`config.mk`:
```
export PLATFORM = sky130hd
export DESIGN_NAME = traffic_phase_sequencer_flat
export DESIGN_NICKNAME = d
export VERILOG_FILES = /design/src/rtl/traffic_phase_sequencer_pkg.sv /design/src/rtl/traffic_phase_sequencer_if.sv /design/src/rtl/traffic_phase_sequencer_rr_pick.sv /design/src/rtl/traffic_phase_sequencer.sv /design/src/flat_wrapper.sv
export SDC_FILE = /design/constraint.sdc
export NUM_CORES = 1
export LEC_CHECK = 0
export ABC_AREA = 1
export BUFFER_PORTS_ARGS = -buffer_cell sky130_fd_sc_hd__clkbuf_2
export CORE_ASPECT_RATIO = 1.5
export CORE_MARGIN = 2
export CORE_UTILIZATION = 42
export CTS_BUF_LIST = sky130_fd_sc_hd__clkbuf_8
export DETAILED_ROUTE_END_ITERATION = 16
export PLACE_DENSITY = 0.65
export SLEW_MARGIN = 0
export SYNTH_ARGS = -nofsm -noshare
export SYNTH_HDL_FRONTEND = slang
export SYNTH_SLANG_ARGS = --single-unit
```
`constraint.sdc`:
```
create_clock -name clk -period 1.18 [get_ports clk]
set_input_delay 0.177 -clock clk [delete_from_list [all_inputs] [get_ports clk]]
set_output_delay 0.177 -clock clk [all_outputs]
set_load 0.02 [all_outputs]
```
`src/rtl/traffic_phase_sequencer_pkg.sv`:
```
// Shared types and default timings for the traffic phase sequencer.
// Optional pedestrian walk phase is enabled with `define TRAFFIC_PED_EN.
package traffic_pkg;

    typedef enum logic [2:0] {
        PH_ALL_RED = 3'd0,
        PH_GREEN   = 3'd1,
        PH_YELLOW  = 3'd2,
        PH_FLASH   = 3'd3,
        PH_WALK    = 3'd4
    } phase_t;

    localparam int unsigned DEF_N_WAYS     = 2;
    localparam int unsigned DEF_GREEN_CYC  = 8;
    localparam int unsigned DEF_YELLOW_CYC = 3;
    localparam int unsigned DEF_ALLRED_CYC = 2;
    localparam int unsigned DEF_FLASH_CYC  = 4;
    localparam int unsigned DEF_WALK_CYC   = 6;

    function automatic int unsigned max_dur(input int unsigned a, input int unsigned b,
                                            input int unsigned c, input int unsigned d,
                                            input int unsigned e);
        int unsigned m;
        m = a;
        if (b > m) m = b;
        if (c > m) m = c;
        if (d > m) m = d;
        if (e > m) m = e;
        return m;
    endfunction

    // Timer only ever holds duration-1, so $clog2(max) bits suffice.
    function automatic int unsigned cnt_width(input int unsigned max_v);
        return (max_v < 2) ? 1 : $clog2(max_v);
    endfunction

endpackage

```
`src/rtl/traffic_phase_sequencer_if.sv`:
```
// Lamp/demand bundle between the sequencer and its controller side.
// ped_req/walk exist only when TRAFFIC_PED_EN is defined.
interface traffic_phase_sequencer_if
    import traffic_pkg::*;
#(
    parameter int unsigned N_WAYS = DEF_N_WAYS
);
    localparam int unsigned WAY_W = (N_WAYS > 1) ? $clog2(N_WAYS) : 1;

    logic              flash;
    logic [N_WAYS-1:0] demand;
    logic [N_WAYS-1:0] red;
    logic [N_WAYS-1:0] yellow;
    logic [N_WAYS-1:0] green;
    logic [WAY_W-1:0]  active_way;
    phase_t            phase;
`ifdef TRAFFIC_PED_EN
    logic              ped_req;
    logic              walk;
`endif

    modport master (
`ifdef TRAFFIC_PED_EN
        output ped_req,
        input  walk,
`endif
        output flash, demand,
        input  red, yellow, green, active_way, phase
    );

    modport slave (
`ifdef TRAFFIC_PED_EN
        input  ped_req,
        output walk,
`endif
        input  flash, demand,
        output red, yellow, green, active_way, phase
    );

endinterface

```
`src/rtl/traffic_phase_sequencer_rr_pick.sv`:
```
// Combinational round-robin picker: first demanding way after 'way',
// wrapping back to 'way' itself; way+1 when nothing is demanded.
module traffic_rr_pick #(
    parameter int unsigned N_WAYS = 2,
    parameter int unsigned WAY_W  = (N_WAYS > 1) ? $clog2(N_WAYS) : 1
) (
    input  logic [N_WAYS-1:0] demand,
    input  logic [WAY_W-1:0]  way,
    output logic [WAY_W-1:0]  next_way
);

    logic        found;
    int unsigned idx;

    always_comb begin
        next_way = (32'(way) == N_WAYS - 1) ? '0 : way + 1'b1;
        found    = 1'b0;
        idx      = 0;
        for (int unsigned i = 1; i <= N_WAYS; i++) begin
            idx = (32'(way) + i) % N_WAYS;
            for (int unsigned j = 0; j < N_WAYS; j++) begin
                if (!found && j == idx && demand[j]) begin
                    found    = 1'b1;
                    next_way = WAY_W'(j);
                end
            end
        end
    end

endmodule

```
`src/rtl/traffic_phase_sequencer.sv`:
```
// Round-robin traffic phase sequencer with green hold and flashing-yellow mode.
// Define TRAFFIC_PED_EN to add the pedestrian walk phase (ped_req/walk).
module traffic_phase_sequencer
    import traffic_pkg::*;
#(
    parameter int unsigned N_WAYS     = DEF_N_WAYS,
    parameter int unsigned GREEN_CYC  = DEF_GREEN_CYC,
    parameter int unsigned YELLOW_CYC = DEF_YELLOW_CYC,
    parameter int unsigned ALLRED_CYC = DEF_ALLRED_CYC,
    parameter int unsigned FLASH_CYC  = DEF_FLASH_CYC,
    parameter int unsigned WALK_CYC   = DEF_WALK_CYC
) (
    input logic                      clk,
    input logic                      rst,
    traffic_phase_sequencer_if.slave bus
);

    localparam int unsigned WAY_W = (N_WAYS > 1) ? $clog2(N_WAYS) : 1;
    localparam int unsigned TMR_W =
        cnt_width(max_dur(GREEN_CYC, YELLOW_CYC, ALLRED_CYC, FLASH_CYC, WALK_CYC));

    localparam logic [TMR_W-1:0] G_LOAD  = TMR_W'(GREEN_CYC - 1);
    localparam logic [TMR_W-1:0] Y_LOAD  = TMR_W'(YELLOW_CYC - 1);
    localparam logic [TMR_W-1:0] AR_LOAD = TMR_W'(ALLRED_CYC - 1);
    localparam logic [TMR_W-1:0] F_LOAD  = TMR_W'(FLASH_CYC - 1);
`ifdef TRAFFIC_PED_EN
    localparam logic [TMR_W-1:0] W_LOAD  = TMR_W'(WALK_CYC - 1);
`endif

    phase_t            phase_q;
    logic [WAY_W-1:0]  way_q;
    logic [TMR_W-1:0]  timer_q;
    logic [N_WAYS-1:0] red_q;
    logic [N_WAYS-1:0] yellow_q;
    logic [N_WAYS-1:0] green_q;
    logic [WAY_W-1:0]  next_way;
`ifdef TRAFFIC_PED_EN
    logic              ped_pend_q;
    logic              walk_q;
`endif

    function automatic logic [N_WAYS-1:0] onehot(input logic [WAY_W-1:0] w);
        logic [N_WAYS-1:0] oh;
        for (int unsigned i = 0; i < N_WAYS; i++) oh[i] = (32'(w) == i);
        return oh;
    endfunction

    traffic_rr_pick #(
        .N_WAYS (N_WAYS),
        .WAY_W  (WAY_W)
    ) u_pick (
        .demand   (bus.demand),
        .way      (way_q),
        .next_way (next_way)
    );

    // Lamps are registered alongside the phase so they change on the same edge.
    always_ff @(posedge clk) begin
        if (!rst) begin
            phase_q  <= PH_ALL_RED;
            way_q    <= WAY_W'(N_WAYS - 1);
            timer_q  <= AR_LOAD;
            red_q    <= '1;
            yellow_q <= '0;
            green_q  <= '0;
`ifdef TRAFFIC_PED_EN
            ped_pend_q <= 1'b0;
            walk_q     <= 1'b0;
`endif
        end else if (bus.flash) begin
            red_q   <= '0;
            green_q <= '0;
`ifdef TRAFFIC_PED_EN
            ped_pend_q <= 1'b0;
            walk_q     <= 1'b0;
`endif
            if (phase_q != PH_FLASH) begin
                phase_q  <= PH_FLASH;
                timer_q  <= F_LOAD;
                yellow_q <= '1;
            end else if (timer_q == '0) begin
                timer_q  <= F_LOAD;
                yellow_q <= ~yellow_q;
            end else begin
                timer_q <= timer_q - 1'b1;
            end
        end else begin
`ifdef TRAFFIC_PED_EN
            if (bus.ped_req) ped_pend_q <= 1'b1;
`endif
            if (phase_q == PH_FLASH) begin
                // Leaving flash restarts clearance as if way N_WAYS-1 just finished.
                phase_q  <= PH_ALL_RED;
                way_q    <= WAY_W'(N_WAYS - 1);
                timer_q  <= AR_LOAD;
                red_q    <= '1;
                yellow_q <= '0;
                green_q  <= '0;
            end else if (timer_q != '0) begin
                timer_q <= timer_q - 1'b1;
            end else begin
                case (phase_q)
                    PH_GREEN: begin
                        // Hold green (timer parked at 0) while only this way wants it.
                        if (!((bus.demand & onehot(way_q)) != '0 &&
                              (bus.demand & ~onehot(way_q)) == '0)) begin
                            phase_q  <= PH_YELLOW;
                            timer_q  <= Y_LOAD;
                            yellow_q <= onehot(way_q);
                            green_q  <= '0;
                        end
                    end
                    PH_YELLOW: begin
                        phase_q  <= PH_ALL_RED;
                        timer_q  <= AR_LOAD;
                        red_q    <= '1;
                        yellow_q <= '0;
                    end
                    PH_ALL_RED: begin
`ifdef TRAFFIC_PED_EN
                        if (ped_pend_q) begin
                            phase_q    <= PH_WALK;
                            timer_q    <= W_LOAD;
                            walk_q     <= 1'b1;
                            ped_pend_q <= 1'b0;
                        end else begin
                            phase_q <= PH_GREEN;
                            way_q   <= next_way;
                            timer_q <= G_LOAD;
                            green_q <= onehot(next_way);
                            red_q   <= ~onehot(next_way);
                        end
`else
                        phase_q <= PH_GREEN;
                        way_q   <= next_way;
                        timer_q <= G_LOAD;
                        green_q <= onehot(next_way);
                        red_q   <= ~onehot(next_way);
`endif
                    end
`ifdef TRAFFIC_PED_EN
                    PH_WALK: begin
                        phase_q <= PH_ALL_RED;
                        timer_q <= AR_LOAD;
                        walk_q  <= 1'b0;
                    end
`endif
                    default: begin
                        phase_q  <= PH_ALL_RED;
                        timer_q  <= AR_LOAD;
                        red_q    <= '1;
                        yellow_q <= '0;
                        green_q  <= '0;
                    end
                endcase
            end
        end
    end

    assign bus.red        = red_q;
    assign bus.yellow     = yellow_q;
    assign bus.green      = green_q;
    assign bus.active_way = way_q;
    assign bus.phase      = phase_q;
`ifdef TRAFFIC_PED_EN
    assign bus.walk       = walk_q;
`endif

endmodule

```
`src/flat_wrapper.sv`:
```
// flat-port wrapper written by rule: the top's interface ports become plain ports
module traffic_phase_sequencer_flat import traffic_pkg::*;
#(
    parameter int unsigned N_WAYS     = DEF_N_WAYS,
    parameter int unsigned GREEN_CYC  = DEF_GREEN_CYC,
    parameter int unsigned YELLOW_CYC = DEF_YELLOW_CYC,
    parameter int unsigned ALLRED_CYC = DEF_ALLRED_CYC,
    parameter int unsigned FLASH_CYC  = DEF_FLASH_CYC,
    parameter int unsigned WALK_CYC   = DEF_WALK_CYC
)
  (clk, rst, bus_flash, bus_demand, bus_red, bus_yellow, bus_green, bus_active_way, bus_phase);
  traffic_phase_sequencer_if #(.N_WAYS(N_WAYS)) bus_i ();
  input logic clk;
  input logic rst;
  input wire logic [$bits(bus_i.flash)-1:0] bus_flash;
  input wire logic [$bits(bus_i.demand)-1:0] bus_demand;
  output wire logic [$bits(bus_i.red)-1:0] bus_red;
  output wire logic [$bits(bus_i.yellow)-1:0] bus_yellow;
  output wire logic [$bits(bus_i.green)-1:0] bus_green;
  output wire logic [$bits(bus_i.active_way)-1:0] bus_active_way;
  output wire logic [$bits(bus_i.phase)-1:0] bus_phase;
  assign bus_i.flash = bus_flash;
  assign bus_i.demand = bus_demand;
  assign bus_red = bus_i.red;
  assign bus_yellow = bus_i.yellow;
  assign bus_green = bus_i.green;
  assign bus_active_way = bus_i.active_way;
  assign bus_phase = bus_i.phase;
  traffic_phase_sequencer #(.N_WAYS(N_WAYS), .GREEN_CYC(GREEN_CYC), .YELLOW_CYC(YELLOW_CYC), .ALLRED_CYC(ALLRED_CYC), .FLASH_CYC(FLASH_CYC), .WALK_CYC(WALK_CYC)) u_core (.clk(clk), .rst(rst), .bus(bus_i));
endmodule
```
==> out/qor.csv, run 1 <==
stage,metric,value,unit
setup_path,worst path required time,1.32,ns
layout,multi-input logic area,636,um^2
timing,Tmin final,1.26,ns
layout,Non-Filler Instances,188,
timing,minimum hold slack,0.294,ns
synth,post-synth cell types,26,
synth,register bit total from synthesis,12,
timing,Final setup viols,10,
drt,DRT Pass-1 Iters,4,
grt,global-route wire length before repair,3740,um
grt,remaining global-route overflow,0,
timing,unrepaired setup endpoints after global routing,yes,
timing,f_max,0.797,GHz
clock_network,Root Driver,clkbuf_8,
synth,syn nets,143,
hold_path,Worst Hold Class,in2reg,
synth,most frequent cell after synthesis,nand2_1,
hold_path,WHS Path Cells,2,
clock_network,Clock Path Buffers,2,
setup_path,Worst Path Arrival,1.39,ns
setup_path,worst-path maximum fanout,5,
place,Post-Place Cells,180,
place,DPL Wire Length,1710,um
place,pre-CTS setup slack,-0.115,ns
pwr,Pwr Density,1340,nW/um^2
layout,number of fillers in the final layout,170,
grt,pin count of the biggest net entering global routing,12,
synth,top cell type's share of synthesized area,27.9,%
synth,top_reg_cell synth,dfxtp_1,
drt,starting DRC count in detailed routing,19,
timing,final period utilization,106,%
layout,register area,250,um^2
synth,Syn Std Cell Area,862,um^2
drt,vias per inst,4.93,
synth,cell taking the most area after synthesis,dfxtp_1,
layout,area growth from synthesis to layout,48.9,%
layout,"Core Util, Final",64.9,%
setup_path,CP endpoint kind,flop,
drt,final wirelength,2240,um
clock_network,CTS Buf Count,3,
timing,final count of pins violating max slew,0,
die,FP Rows,20,
drt,routed len/inst,11.9,um
layout,design area,1280,um^2
die,Initial Utilization,43.6,%
die,Core ar.,1980,um^2
pwr,Leak Pwr,0.000639,uW
timing,Final WS setup,-0.0753,ns
setup_path,critical setup path kind,reg2reg,
die,Die X,41.0,um
place,GPL Wtd Cong,0.956,
synth,syn avg cell area,6.63,um^2
setup_path,critical path launch point type,flop,
clock_network,CTS tree,built,
clock_network,clock slew at the register clock pins of the worst setup and hold paths,0.06,ns
clock_network,CTS sink cnt,12,
place,I/O Buffers,13,
setup_path,reg2reg path depth,8,
layout,Ant. Diodes,0,
timing,final hold viol count,0,
layout,layout cells sized above 1,45.8,%
status,violated checks,setup timing,
grt,initial antenna violation count,0,
layout,nets,180,
pwr,peak supply drop,757,uV
drt,antenna-violating nets left,0,
clock_network,htree depth,1,
status,outcome,"complete, but fails checks",
place,Area after DPL,1110,um^2
synth,Post-synth EDFFs,0,
clock_network,worst skew pair latency,0.25,ns
grt,vias in the first global route,933,
drt,DR DRC count,0,
grt,overall routing resource usage,22.6,%
synth,synth top area cells,"dfxtp_1 (28%), nand2_1 (16%), ha_1 (12%)",
synth,Synth Warn #,0,
synth,async set or reset register ratio after synthesis,0,%
synth,post-synthesis sequential area ratio,27.9,%
die,die area,2440,um^2
flow_run,max-cap violations,0,
die,Top Ports,15,
timing,final setup skew,0.00456,ns
synth,commonest cells in the netlist,"nand2_1 (36), nor2_1 (14), inv_1 (13), nand3_1 (13), dfxtp_1 (12)",
drt,routed vias,927,
die,chip height,59.5,um
synth,Mapped Cells,130,
==> registers in the layout, indices dropped and copies added (netlist names) <==
| name | count |
|---|---|
| u_core.bus.green | 2 |
| u_core.bus.active_way | 1 |
| u_core.bus.red | 2 |
| u_core.timer_q | 3 |
| u_core.bus.yellow | 2 |
| u_core.bus.phase | 2 |
==> layout make-up <==
type,instances,area share [%]
Sequential cell,12,19.5
Inverter,18,6.04
Clock buffer,4,4.29
Timing Repair Buffer,35,18.5
Tap cell,22,2.14
Multi-Input combinational cell,97,49.5
==> power by group <==
part / internal (uW) / switching, uW / leakage, uW / total (uW)
clock network: 295 / 163 / 0.0000288 / 458
logic: 339 / 402 / 0.000510 / 741
registers: 466 / 50.9 / 0.000100 / 517
total: 1100 / 616 / 0.000639 / 1720
==> cell families (layout without fill, tap and decap cells) <==
group | Yosys count | in the layout | share of synthesized area [%]
fa+ha+maj | 8 | 8 | 11.6
simple gates | 72 | 72 | 38.6
xor+xnor | 1 | 1 | 1.02
other cells | 1 | 1 | 0.435
flops | 12 | 12 | 27.9
compound gates | 15 | 15 | 9.87
buf+inv | 21 | 57 | 10.6
==> per-layer routing <==
metal	track usage [%]	wire length (um)
met5	0	0
met4	8.57	43
met3	3.38	35
met2	41.5	1300
met1	23.4	860
==> cell usage in the layout (no fill, tap or decap) <==
cell type / instances
buf_6: 2
o21ai_2: 1
inv_4: 1
o21ai_1: 2
nand2_4: 2
nor2_2: 5
nand3_2: 1
o211ai_1: 3
xnor2_2: 1
conb_1: 1
ha_4: 4
nor2_4: 1
inv_1: 8
nand3_1: 13
a21oi_1: 4
buf_4: 20
nor2_1: 11
nand4_1: 1
inv_2: 8
nand3_4: 1
nand2_2: 5
nand2_1: 31
o31ai_4: 1
nor3_2: 1
dfxtp_4: 2
ha_1: 4
dfxtp_2: 2
dfxtp_1: 8
inv_8: 1
clkbuf_2: 13
clkbuf_8: 4
o21ai_0: 4
==> path summary, 6_finish.rpt <==
| kind | from | end | slack [ns] |
|---|---|---|---|
| worst min-delay path | rst | u_core.bus.active_way$_SDFFE_PN1P_ | 0.29 |
| worst max register to register | u_core.timer_q[0]$_SDFFE_PN1P_ | u_core.timer_q[1]$_SDFFE_PN0P_ | -0.08 |
| worst min register to register | u_core.bus.red[0]$_SDFFE_PN1P_ | u_core.bus.red[0]$_SDFFE_PN1P_ | 0.48 |
| worst max-delay path | u_core.timer_q[0]$_SDFFE_PN1P_ | u_core.timer_q[1]$_SDFFE_PN0P_ | -0.08 |
==> through the flow <==
step / power (uW) / setup TNS, ns
floorplan: 906 / -0.265
global placement: 1130 / -0.706
detailed placement: 1140 / -0.966
CTS: 1700 / -0.279
global route: 1830 / -1.54
finish: 1720 / -0.518
==> critical path: stages (launching register included) <==
cell	delay [ns]
dfxtp_2	0.32
inv_2	0.07
ha_4	0.15
inv_2	0.04
nor2_4	0.15
buf_4	0.15
nand3_2	0.10
nor2_1	0.11
nor2_1	0.05
==> repair_timing <==
item / CTS / global route
hold buffers: 0 / 0
pin swaps: 5 / 4
resized for setup: 22 / 5
setup buffers: 2 / 2
endpoints found under the setup margin: 12 / 12
No activity file was read; power rests on OpenSTA's default activity.
==> run 2, diff against run 1 <==
--- a/config.mk
+++ b/config.mk
@@ -13,6 +13,7 @@
 export CTS_BUF_LIST = sky130_fd_sc_hd__clkbuf_8
 export DETAILED_ROUTE_END_ITERATION = 16
 export PLACE_DENSITY = 0.65
+export RECOVER_POWER = 100
 export SLEW_MARGIN = 0
 export SYNTH_ARGS = -nofsm -noshare
 export SYNTH_HDL_FRONTEND = slang
==> out/qor.csv, run 2 (same netlist as run 1, synthesis figures left out) <==
stage,metric,value,unit
grt,initial antenna violation count,0,
pwr,peak supply drop,759,uV
die,Die X,41.0,um
setup_path,CP endpoint kind,flop,
grt,global-route wire length before repair,3740,um
setup_path,Stages on worst setup path,9,
setup_path,critical setup path kind,reg2reg,
pwr,cell-internal power,1090,uW
layout,nets,180,
grt,overall routing resource usage,22.6,%
clock_network,htree depth,1,
layout,max FFs per register,3,
grt,grt met3 use,3.38,%
layout,Ant. Diodes,0,
setup_path,Crit. Startpoint,u_core.bus.phase[0]$_SDFFE_PN0P_,
die,Initial Utilization,43.6,%
setup_path,Crit path max-delay family,simple AND/OR/NAND/NOR gates,
hold_path,Hold Startpoint,rst,
clock_network,CTS tree,built,
setup_path,critical path launch point type,flop,
layout,layout cells sized above 1,41.6,%
clock_network,worst skew pair latency,0.25,ns
setup_path,reg2reg path depth,9,
place,Post-Place Cells,180,
setup_path,CP cell instances,ha_4 -> inv_8 -> nand3_4 -> inv_4 -> nand2_4 -> nand2_4 -> nand2_1 -> nand2_1 -> nor2_2,
drt,starting DRC count in detailed routing,19,
hold_path,Worst Hold Class,in2reg,
timing,Final WS setup,-0.0763,ns
clock_network,CTS Buf Count,3,
grt,remaining global-route overflow,0,
clock_network,Post-CTS Hold Fix Bufs,0,
timing,final count of pins violating max slew,0,
timing,final hold viol count,0,
drt,final wirelength,2260,um
timing,Tmin final,1.26,ns
clock_network,CTS sink cnt,12,
drt,routed vias,933,
drt,DRT Pass-1 Iters,4,
setup_path,worst path required time,1.33,ns
layout,most frequent cells in the layout,"nand2_1 (31), buf_4 (19), nand3_1 (13)",
timing,final period utilization,106,%
status,violated checks,setup timing,
place,I/O Buffers,13,
clock_network,Clock Path Buffers,2,
timing,final setup skew,0.00557,ns
timing,Setup TNS,-0.545,ns
timing,unrepaired setup endpoints after global routing,yes,
setup_path,worst-path maximum fanout,7,
timing,Final setup viols,10,
layout,number of fillers in the final layout,176,
status,outcome,"complete, but fails checks",
die,die area,2440,um^2
grt,met1 GRT Util,23.4,%
drt,routed len/inst,12.0,um
timing,f_max,0.796,GHz
clock_network,Root Driver,clkbuf_8,
die,chip height,59.5,um
flow_run,max-cap violations,0,
setup_path,worst path bufs/invs,2,
pwr,Sw Share,36.2,%
setup_path,Worst Path Arrival,1.40,ns
hold_path,WHS Path Cells,2,
grt,met2 Use GR,41.5,%
die,Top Ports,15,
clock_network,clock slew at the register clock pins of the worst setup and hold paths,0.06,ns
layout,area growth from synthesis to layout,47.9,%
grt,pin count of the biggest net entering global routing,12,
pwr,switching power of the nets,620,uW
grt,vias in the first global route,933,
drt,DR DRC count,0,
drt,antenna-violating nets left,0,
grt,GRT busiest layer,met2,
die,FP Rows,20,
pwr,clock power share,26.9,%
layout,register with the most flip-flops,u_core.timer_q,
die,Core ar.,1980,um^2
layout,Non-Filler Instances,188,
place,GPL Wtd Cong,0.956,
pwr,Leak Pwr,0.000617,uW
setup_path,max incr delay on CP,0.37,ns
pwr,combinational power share,42.9,%
layout,multi-input logic area,636,um^2
drt,vias per inst,4.96,
setup_path,slowest CP cell,dfxtp_4,
place,DPL Wire Length,1710,um
layout,"commonest non-fill, non-tap cell in the layout",nand2_1,
pwr,Pwr Density,1340,nW/um^2
layout,register area,250,um^2
pwr,Reg power frac,30.2,%
setup_path,r2r startpoint,u_core.bus.phase[0]$_SDFFE_PN0P_,
[run 2: cell types whose count changed in the layout (fill, tap and decap cells not counted), sizes merged]
cell and change:
buf -1, clkbuf +1
[run 2: worst reg2reg max path: stages, from the launching register on]
cell	delay, ns
dfxtp_4	0.37
ha_4	0.20
inv_8	0.08
nand3_4	0.09
inv_4	0.09
nand2_4	0.07
nand2_4	0.11
nand2_1	0.05
nand2_1	0.07
nor2_2	0.03
[run 2: path summary, 6_finish.rpt]
check	endpoint	slack, ns
setup / recovery	u_core.bus.yellow[1]$_SDFFE_PN0P_	-0.08
hold reg to reg	u_core.bus.red[0]$_SDFFE_PN1P_	0.48
setup reg to reg	u_core.bus.yellow[1]$_SDFFE_PN0P_	-0.08
hold / removal	u_core.bus.active_way$_SDFFE_PN1P_	0.30
[run 2: area by class of cell]
| type | count | share of cell area (%) |
|---|---|---|
| clock buffer | 4 | 4.32 |
| sequential | 12 | 19.6 |
| timing repair buffer | 35 | 18.0 |
| inverter | 18 | 6.08 |
| multi-input combinational | 97 | 49.9 |
| tap | 22 | 2.16 |
[run 2: metrics by stage]
stage / instance area [um^2] / hold WS (ns) / worst slack (ns) / total power, uW / utilization [%]
after detailed placement: 1110 / 0.473 / -0.115 / 1140 / 56.3
after global placement: 1110 / 0.461 / -0.0974 / 1130 / 56.3
after CTS: 1250 / 0.280 / -0.0586 / 1700 / 63.5
final: 1270 / 0.298 / -0.0763 / 1710 / 64.5
after floorplan: 910 / 0.361 / -0.0753 / 906 / -
after global routing: 1270 / 0.313 / -0.169 / 1820 / 64.5
[run 2: what timing repair did]
action	CTS	global route
pin swaps	5	4
endpoints found under the hold margin	0	0
gates resized for setup	22	5
setup endpoints to repair	12	12
buffers inserted	2	2
[run 2: routing by layer]
metal	vias up	share of wire [%]
met1	434	38
met4	0	1.9
met3	4	1.9
met2	14	58
met5	-	0
li1	481	-
[run 2: power by group through the flow]
stage | logic (uW) | registers, uW | clock network [uW]
after floorplan | 344 | 562 | 0
after global placement | 613 | 513 | 0
after detailed placement | 624 | 515 | 0
after CTS | 712 | 518 | 472
after global routing | 816 | 525 | 482
final | 734 | 516 | 461
